File: config.mk
export PLATFORM = sky130hd
export DESIGN_NAME = divider_result_bcd
export DESIGN_NICKNAME = d
export VERILOG_FILES = /design/src/rtl/divider_pkg.sv /design/src/rtl/divider_result_bcd_step.sv /design/src/rtl/divider_result_bcd.sv
export SDC_FILE = /design/constraint.sdc
export NUM_CORES = 1
export LEC_CHECK = 0
export BUFFER_PORTS_ARGS = -buffer_cell sky130_fd_sc_hd__buf_2
export CORE_ASPECT_RATIO = 0.9
export CORE_UTILIZATION = 50
export CTS_CLUSTER_DIAMETER = 80
export CTS_CLUSTER_SIZE = 14
export DETAILED_ROUTE_END_ITERATION = 8
export PLACE_DENSITY = 0.78
export SYNTH_ARGS = -nofsm -noshare
export SYNTH_HDL_FRONTEND = slang
export SYNTH_SLANG_ARGS = --single-unit
File: constraint.sdc
create_clock -name clk -period 3.57 [get_ports clk]
set_clock_uncertainty 0.1 [all_clocks]
set_input_delay 0.714 -clock clk [delete_from_list [all_inputs] [get_ports clk]]
set_output_delay 0.714 -clock clk [all_outputs]
set_load 0.01 [all_outputs]
File: src/rtl/divider_pkg.sv
// Shared definitions for the divider result formatting stage.
package divider_pkg;

  localparam int unsigned BCD_DIGIT_W = 4;
  localparam int unsigned STATE_W     = 2;

  typedef enum logic [STATE_W-1:0] {
    ST_IDLE     = 2'd0,
    ST_SHIFT    = 2'd1,
    ST_DONE     = 2'd2,
    ST_WAIT_LOW = 2'd3
  } state_t;

  // Double-dabble digit correction: a digit of 5 or more gets +3 before the shift.
  function automatic logic [BCD_DIGIT_W-1:0] dabble_fix(input logic [BCD_DIGIT_W-1:0] i_digit);
    return (i_digit >= 4'd5) ? (i_digit + 4'd3) : i_digit;
  endfunction

endpackage

File: src/rtl/divider_result_bcd_step.sv
// One double-dabble iteration for a single operand: correct digits, then shift.
module bcd_dabble_step
  import divider_pkg::*;
#(
  parameter int unsigned W = 4,
  parameter int unsigned D = 2
) (
  input  logic [4*D-1:0] i_acc,
  input  logic [W-1:0]   i_opnd,
  output logic [4*D-1:0] o_acc,
  output logic [W-1:0]   o_opnd
);

  localparam int unsigned BCD_W = BCD_DIGIT_W * D;

  logic [BCD_W-1:0]   w_fix;
  logic [BCD_W+W-1:0] w_shift;

  // Per-digit add-3 correction, no carry between digits.
  for (genvar g = 0; g < D; g++) begin : g_digit
    assign w_fix[BCD_DIGIT_W*g +: BCD_DIGIT_W] = dabble_fix(i_acc[BCD_DIGIT_W*g +: BCD_DIGIT_W]);
  end

  // Operand MSB moves into the accumulator LSB.
  assign w_shift = {w_fix, i_opnd} << 1;
  assign o_acc   = w_shift[BCD_W+W-1:W];
  assign o_opnd  = w_shift[W-1:0];

endmodule

File: src/rtl/divider_result_bcd.sv
// Converts a quotient/remainder pair to packed BCD, one bit per clock, and holds the result.
module divider_result_bcd
  import divider_pkg::*;
#(
  parameter int unsigned W = 4,
  parameter int unsigned D = 2
) (
  input  logic           clk,
  input  logic           rst_n,
  input  logic           start_sig,
  input  logic [W-1:0]   quotient,
  input  logic [W-1:0]   reminder,
  output logic           dong_sig,
  output logic [4*D-1:0] q_bcd,
  output logic [4*D-1:0] r_bcd,
  output logic           busy
);

  localparam int unsigned BCD_W = BCD_DIGIT_W * D;
  localparam int unsigned CNT_W = (W > 2) ? $clog2(W) : 1;

  state_t           r_state;
  logic [CNT_W-1:0] r_cnt;
  logic [BCD_W-1:0] r_q_acc;
  logic [BCD_W-1:0] r_r_acc;
  logic [W-1:0]     r_q_opnd;
  logic [W-1:0]     r_r_opnd;
  logic             r_dong;
  logic             r_busy;
  logic [BCD_W-1:0] r_q_bcd;
  logic [BCD_W-1:0] r_r_bcd;

  logic [BCD_W-1:0] w_q_acc;
  logic [BCD_W-1:0] w_r_acc;
  logic [W-1:0]     w_q_opnd;
  logic [W-1:0]     w_r_opnd;

  // Quotient and remainder iterate in parallel through identical steps.
  bcd_dabble_step #(.W(W), .D(D)) u_q_step (
    .i_acc  (r_q_acc),
    .i_opnd (r_q_opnd),
    .o_acc  (w_q_acc),
    .o_opnd (w_q_opnd)
  );

  bcd_dabble_step #(.W(W), .D(D)) u_r_step (
    .i_acc  (r_r_acc),
    .i_opnd (r_r_opnd),
    .o_acc  (w_r_acc),
    .o_opnd (w_r_opnd)
  );

  // Handshake FSM, bit counter, shift registers and held result registers.
  always_ff @(posedge clk) begin
    if (!rst_n) begin
      r_state  <= ST_IDLE;
      r_cnt    <= '0;
      r_q_acc  <= '0;
      r_r_acc  <= '0;
      r_q_opnd <= '0;
      r_r_opnd <= '0;
      r_dong   <= 1'b0;
      r_busy   <= 1'b0;
      r_q_bcd  <= '0;
      r_r_bcd  <= '0;
    end else begin
      r_dong <= 1'b0;
      unique case (r_state)
        ST_IDLE: begin
          if (start_sig) begin
            r_q_opnd <= quotient;
            r_r_opnd <= reminder;
            r_q_acc  <= '0;
            r_r_acc  <= '0;
            r_cnt    <= '0;
            r_busy   <= 1'b1;
            r_state  <= ST_SHIFT;
          end
        end
        ST_SHIFT: begin
          r_q_acc  <= w_q_acc;
          r_r_acc  <= w_r_acc;
          r_q_opnd <= w_q_opnd;
          r_r_opnd <= w_r_opnd;
          r_cnt    <= r_cnt + CNT_W'(1);
          if (r_cnt == CNT_W'(W - 1)) begin
            r_state <= ST_DONE;
          end
        end
        ST_DONE: begin
          // Result and completion pulse become visible together.
          r_dong  <= 1'b1;
          r_q_bcd <= r_q_acc;
          r_r_bcd <= r_r_acc;
          r_busy  <= 1'b0;
          r_state <= ST_WAIT_LOW;
        end
        ST_WAIT_LOW: begin
          // A request still held from the last transfer must drop before a new one.
          if (!start_sig) begin
            r_state <= ST_IDLE;
          end
        end
        default: r_state <= ST_IDLE;
      endcase
    end
  end

  assign dong_sig = r_dong;
  assign busy     = r_busy;
  assign q_bcd    = r_q_bcd;
  assign r_bcd    = r_r_bcd;

endmodule
==> results.py, run 1 <==
metrics = {
    "outcome": {
        "status": "completed",
    },
    "critical_path": {
        "cp_max_fo": 12,
        "cpPeakStageDelay_ns": 0.55,
        "cp-end-kind": "register",
        "slowest_stage": "nor2_1",
        "cp_data_arrival_time_ns": 2.11,
        "cp.buffers_inverters": 1,
        "cp.required_ns": 3.66,
        "cp-start-kind": "register",
        "path_delay_family": "simple AND/OR/NAND/NOR gates",
        "crit_top_cell": "nor2_1",
        "worstSetupPathType": "register to register",
        "path_cells": "inv_1 -> ha_1 -> nor2_1 -> nor2_1 -> nand2_1 -> o211a_1",
    },
    "sta": {
        "timing.final.crit_share_pct": 56.5,
        "slew_violations": 0,
        "maxSlewHeadroom_pct": 28.3,
        "rsz0062_at_grt": "no",
        "fmax_ghz": 0.495,
        "setup_violations": 0,
        "worst_slew_pin_slew_ns": 1.07,
        "hold_viol_final": 0,
        "min_period_ns": 2.02,
        "finalSetupTns_ns": 0,
    },
    "cells_and_area": {
        "final_common_cell": "dfxtp_1",
        "n_antenna_cell": 0,
        "drive_gt1_share_pct": 17.7,
        "area_growth_pct": 10.8,
        "most-common-layout-cells": "46 x dfxtp_1, 28 x buf_2, 25 x mux2i_1",
        "fillers": 367,
        "final_cells": 297,
        "nets": 273,
    },
    "clock_tree": {
        "htreeDepth": 2,
        "clk_pin_slew_worst_paths_ns": 0.08,
        "clkLatencyLatePin_ns": 0.30,
        "cts_resized": 0,
        "cts_num_sinks": 46,
        "ctsHoldBuffers": 0,
        "cts-buffers-inserted": 5,
        "clk_path_buf_depth": 2,
        "cts_setup_buffers": 0,
        "cts_root_buf": "clkbuf_8",
        "cts_tree": "yes",
    },
    "route": {
        "drtAntennaViolNets": 0,
        "first_iter_violations": 69,
        "first_pass_iters": 6,
        "wirelength_microns": 3700,
        "vias": 1544,
        "wl_per_cell_microns": 12.5,
        "via_per_inst": 5.20,
        "post-route-drc-count": 0,
    },
    "worst_hold_path": {
        "hold_class": "register to register",
    },
    "pwr": {
        "power_density_mw_per_mm2": 587,
        "peakVddDrop_mv": 0.405,
        "p_leak_nw": 1.00,
    },
    "synth": {
        "yosysSeqAreaShare_pct": 42.9,
        "synth_cell_type_count": 26,
        "avgSynthCellArea_sq_um": 9.63,
        "ys_warn_count": 0,
        "synth_edf_count": 0,
        "synth_flop_cell": "dfxtp_1",
        "syn-num-nets": 247,
        "syn_inst": 223,
        "netlist_area_sq_mm": 0.00215,
        "async_reset_ff_share_pct": 0,
        "yosys_register_bits": 46,
    },
    "floorplanning": {
        "core_sq_mm": 0.00410,
        "ios": 29,
        "start_util_pct": 52.3,
        "die_h_microns": 64.2,
        "rows": 22,
        "die_area_sq_mm": 0.00456,
        "die_w_microns": 71.1,
    },
    "global_routing": {
        "grt_pass1_wl_microns": 6470,
        "grt_pass1_vias": 1523,
        "gr-total-overflow": 0,
        "grt_max_degree": 29,
        "antenna_found_initial": 0,
        "track_usage_pct": 18.0,
    },
    "placed_design": {
        "place_inst": 290,
        "gp_congestion": 0.739,
        "port_buffers": 28,
        "dp_hpwl_microns": 2580,
    },
    "flow_run": {
        "maxCapViolCount": 0,
    },
}
[worst paths after layout]
check | slack [ns] | end | startpoint | cells past startpoint
worst min register to register | 0.37 | r_q_acc[7]$_SDFFE_PN0P_ | r_q_acc[7]$_SDFFE_PN0P_ | 2
worst max register to register | 1.55 | r_q_opnd[3]$_SDFFE_PN0P_ | r_state[1]$_SDFFE_PN0P_ | 6
worst max-delay path | 1.55 | r_q_opnd[3]$_SDFFE_PN0P_ | r_state[1]$_SDFFE_PN0P_ | 6
worst min-delay path | 0.37 | r_q_acc[7]$_SDFFE_PN0P_ | r_q_acc[7]$_SDFFE_PN0P_ | 2
[state kept, by name, indices dropped and copies added, names as in the netlist]
signal    cells
busy          1
dong_sig      1
q_bcd         8
r_bcd         8
r_cnt         2
r_q_acc       8
r_q_opnd      4
r_r_acc       8
r_r_opnd      4
r_state       2
[report_power, final]
group	total, mW	internal, mW	switching, mW
logic	0.476	0.212	0.264
clock network	0.295	0.131	0.163
registers	0.626	0.581	0.0449
total	1.40	0.925	0.472
[Yosys cell counts (all sizes together), types with 2 or more instances]
cell type | instances | area share [%]
a21oi | 9 | 2.1
a22oi | 5 | 1.7
and2 | 3 | 0.87
buf | 7 | 2.2
clkbuf | 4 | 0.70
dfxtp | 46 | 43
ha | 13 | 7.6
inv | 12 | 2.1
mux2 | 4 | 2.1
mux2i | 25 | 12
nand2 | 23 | 4.0
nand2b | 4 | 1.2
nand4 | 4 | 1.2
nor2 | 7 | 1.2
nor2b | 25 | 8.0
o211a | 6 | 2.8
o21ai | 15 | 3.5
o31ai | 2 | 0.70
xnor2 | 4 | 1.6
xor2 | 2 | 0.82
[metrics by stage]
stage                     worst slack, ns  hold slack (ns)  instance area (sq um)  power, mW  util [%]
after floorplan                      2.00            0.347                   2150       1.04         -
after global placement               1.64            0.370                   2300       1.10      56.1
after detailed placement             1.54            0.370                   2300       1.12      56.1
after CTS                            1.53            0.381                   2380       1.42      58.0
after global routing                 1.31            0.411                   2380       1.50      58.0
final                                1.55            0.375                   2380       1.40      58.0
[layer usage]
metal / track usage, % / vias up / share of wire [%] / routed length, microns
li1: - / 800 / - / -
met1: 21.8 / 721 / 50 / 1840
met2: 29.8 / 21 / 47 / 1740
met3: 5.84 / 2 / 3.0 / 112
met4: 6.75 / 0 / 0.49 / 18
met5: 0 / - / 0 / 0
[logic make-up (layout without fill, tap and decap cells)]
family | count (synthesis) | in the layout | share of synthesized area, %
buffers and inverters | 23 | 49 | 4.95
XOR/XNOR | 6 | 6 | 2.45
multiplexers | 29 | 29 | 13.8
flip-flops | 46 | 46 | 42.9
adder cells (fa/ha/maj) | 13 | 13 | 7.58
AND/OR/NAND/NOR | 67 | 67 | 16.7
AO/OA/AOI/OAI | 39 | 39 | 11.7
[tightest hold or removal path: stages, from the launching register on]
cell	delay, ns
dfxtp_1	0.32
nand2_1	0.05
o21ai_0	0.05
[cell type report]
type,instances,area [sq um],area share (%)
clock buffer,5,68.8,2.89
multi-input combinational,154,1120,47.1
inverter,12,45.0,1.89
timing repair buffer,30,155,6.52
sequential,46,921,38.7
tap,48,60.1,2.52
clock inverter,2,10.0,0.421
Note: power is estimated with default switching activity, not from simulation.
==> inputs of run 2 (changes only) <==
--- a/config.mk
+++ b/config.mk
@@ -5,6 +5,7 @@
 export SDC_FILE = /design/constraint.sdc
 export NUM_CORES = 1
 export LEC_CHECK = 0
+export ABC_AREA = 1
 export BUFFER_PORTS_ARGS = -buffer_cell sky130_fd_sc_hd__buf_2
 export CORE_ASPECT_RATIO = 0.9
 export CORE_UTILIZATION = 50
==> constraint.sdc (replaced) <==
create_clock -name clk -period 1.9 [get_ports clk]
set_clock_uncertainty 0.1 [all_clocks]
set_input_delay 0.38 -clock clk [delete_from_list [all_inputs] [get_ports clk]]
set_output_delay 0.38 -clock clk [all_outputs]
set_load 0.01 [all_outputs]
==> results.py, run 2 <==
metrics = {
    "outcome": {
        "status": "completed",
    },
    "floorplanning": {
        "die_w_microns": 72.3,
        "rows": 22,
        "start_util_pct": 53.5,
        "ios": 29,
        "core_sq_mm": 0.00416,
        "die_area_sq_mm": 0.00472,
        "die_h_microns": 65.2,
    },
    "critical_path": {
        "path_delay_family": "buffers and inverters",
        "crit_top_cell": "nand2_1",
        "path_cells": "inv_1 -> ha_1 -> nand2_1 -> o21ai_4 -> buf_4 -> inv_4 -> nand2_1 -> a21oi_2",
        "cpPeakStageDelay_ns": 0.36,
        "slowest_stage": "dfxtp_1",
        "cp_data_arrival_time_ns": 1.81,
        "cp.required_ns": 2.04,
        "cp_max_fo": 17,
        "cp-start-kind": "register",
        "cp.buffers_inverters": 3,
        "worstSetupPathType": "register to register",
        "cp-end-kind": "register",
    },
    "global_routing": {
        "grt_max_degree": 34,
        "antenna_found_initial": 0,
        "track_usage_pct": 20.1,
        "gr-total-overflow": 0,
        "grt_pass1_wl_microns": 7420,
        "grt_pass1_vias": 1712,
    },
    "synth": {
        "syn_inst": 277,
        "async_reset_ff_share_pct": 0,
        "synth_largest_area_cell": "dfxtp_1",
        "synth.most_common_cell": "nand2_1",
        "synth_flop_cell": "dfxtp_1",
        "yosysSeqAreaShare_pct": 41.4,
        "synth_edf_count": 0,
        "netlist.area_leader.share_pct": 41.4,
        "avgSynthCellArea_sq_um": 8.02,
        "synth_common_cells": "60 x nand2_1, 46 x dfxtp_1, 27 x o21ai_0",
        "synth_area_leaders": "dfxtp_1 41%, nand2_1 10%, ha_1 7.3%",
        "netlist_area_sq_mm": 0.00222,
        "synth_cell_type_count": 24,
        "syn-num-nets": 301,
        "ys_warn_count": 0,
        "yosys_register_bits": 46,
    },
    "cells_and_area": {
        "most-common-layout-cells": "60 x nand2_1, 46 x dfxtp_1, 28 x buf_2",
        "area_growth_pct": 12.8,
        "drive_gt1_share_pct": 23.1,
        "nets": 331,
        "multi_input_area_sq_mm": 0.00111,
        "final_cells": 368,
        "n_antenna_cell": 0,
        "seq_area_sq_um": 921,
        "final_common_cell": "nand2_1",
        "fillers": 351,
    },
    "clock_tree": {
        "cts_resized": 0,
        "clkLatencyLatePin_ns": 0.30,
        "cts_num_sinks": 46,
        "cts-buffers-inserted": 5,
        "clk_pin_slew_worst_paths_ns": 0.09,
        "htreeDepth": 2,
        "clk_path_buf_depth": 2,
        "cts_root_buf": "clkbuf_8",
        "cts_tree": "yes",
    },
    "placed_design": {
        "gp_congestion": 0.771,
        "dp_hpwl_microns": 2960,
        "port_buffers": 28,
        "place_inst": 358,
    },
    "sta": {
        "finalSetupTns_ns": 0,
        "worst_slew_pin_slew_ns": 0.332,
        "maxSlewHeadroom_pct": 77.8,
        "fmax_ghz": 0.597,
        "setup_violations": 0,
        "hold_viol_final": 0,
        "rsz0062_at_grt": "no",
        "slew_violations": 0,
        "min_period_ns": 1.68,
        "timing.final.crit_share_pct": 88.2,
    },
    "route": {
        "vias": 1872,
        "first_iter_violations": 159,
        "drtAntennaViolNets": 0,
        "post-route-drc-count": 0,
        "via_per_inst": 5.09,
        "wirelength_microns": 4210,
        "first_pass_iters": 4,
        "wl_per_cell_microns": 11.5,
    },
    "pwr": {
        "peakVddDrop_mv": 1.02,
        "power_density_mw_per_mm2": 1220,
        "p_leak_nw": 1.07,
    },
    "worst_hold_path": {
        "hold_class": "input pin to register",
    },
    "flow_run": {
        "maxCapViolCount": 0,
    },
}
-- run 2: cell count changes after synthesis, moves of 9 or more --
cell / delta
a21oi_1: +12
a21oi_2: +12
inv_1: +12
mux2i_1: -25
nand2_1: +37
nand3_1: +9
nand3_2: +9
nor2_1: +11
nor2b_1: -23
o21ai_0: +12
-- run 2: power by group --
group,leakage (nW),total (mW),internal [mW],switching [mW]
Clock,0.0441,0.603,0.259,0.344
Sequential,0.375,1.29,1.18,0.113
Combinational,0.646,1.15,0.416,0.732
Total,1.07,3.05,1.86,1.19
-- run 2: through the flow --
stage | cell area, sq um | setup WS (ns) | power [mW] | hold WS [ns] | util [%]
after CTS | 2490 | 0.114 | 3.04 | 0.219 | 59.9
after floorplan | 2220 | 0.345 | 2.19 | 0.329 | -
after global placement | 2400 | 0.188 | 2.40 | 0.341 | 57.8
after detailed placement | 2400 | 0.135 | 2.43 | 0.349 | 57.8
after global routing | 2510 | 0.0667 | 3.28 | 0.213 | 60.3
final | 2510 | 0.224 | 3.05 | 0.219 | 60.3
-- run 2: kinds of logic (layout without fill, tap and decap cells) --
logic type | after synthesis | after routing | synth area share, %
compound gates | 72 | 72 | 20.0
fa+ha+maj | 13 | 13 | 7.32
simple gates | 108 | 108 | 22.6
buf+inv | 38 | 69 | 8.62
flops | 46 | 46 | 41.4
-- run 2: tightest hold or removal path, delay by kind of cell --
family / cells / cell delay [ns]
buf+inv: 1 / 0.10
simple gates: 1 / 0.06
compound gates: 1 / 0.04
-- run 2: final timing paths --
kind                                              start                        to  slack, ns  depth (start not counted)
worst max-delay path            r_state[0]$_SDFFE_PN0P_   r_q_acc[6]$_SDFFE_PN0P_       0.22                          8
worst min-delay path                        reminder[0]  r_r_opnd[0]$_SDFFE_PN0P_       0.22                          3
worst min register to register    r_cnt[0]$_SDFFE_PN0P_     r_cnt[0]$_SDFFE_PN0P_       0.36                          1
worst max register to register  r_state[0]$_SDFFE_PN0P_   r_q_acc[6]$_SDFFE_PN0P_       0.22                          8
-- run 2: repair_timing --
item                       CTS  global route
setup endpoints to repair    0            15
setup buffers                0             2
hold buffers                 0             0
-- run 2: per-layer routing --
metal | up-vias | routed length [microns] | track usage, %
li1 | 982 | - | -
met1 | 852 | 2130 | 25.6
met2 | 34 | 1870 | 33.6
met3 | 4 | 180 | 4.75
met4 | 0 | 37 | 5.88
met5 | - | 0 | 0
-- run 2: cell type report --
type	count	area share, %
tap	60	3.00
clock inverter	3	0.849
multi-input combinational	193	44.3
inverter	26	4.19
sequential	46	36.7
timing repair buffer	35	8.19
clock buffer	5	2.75
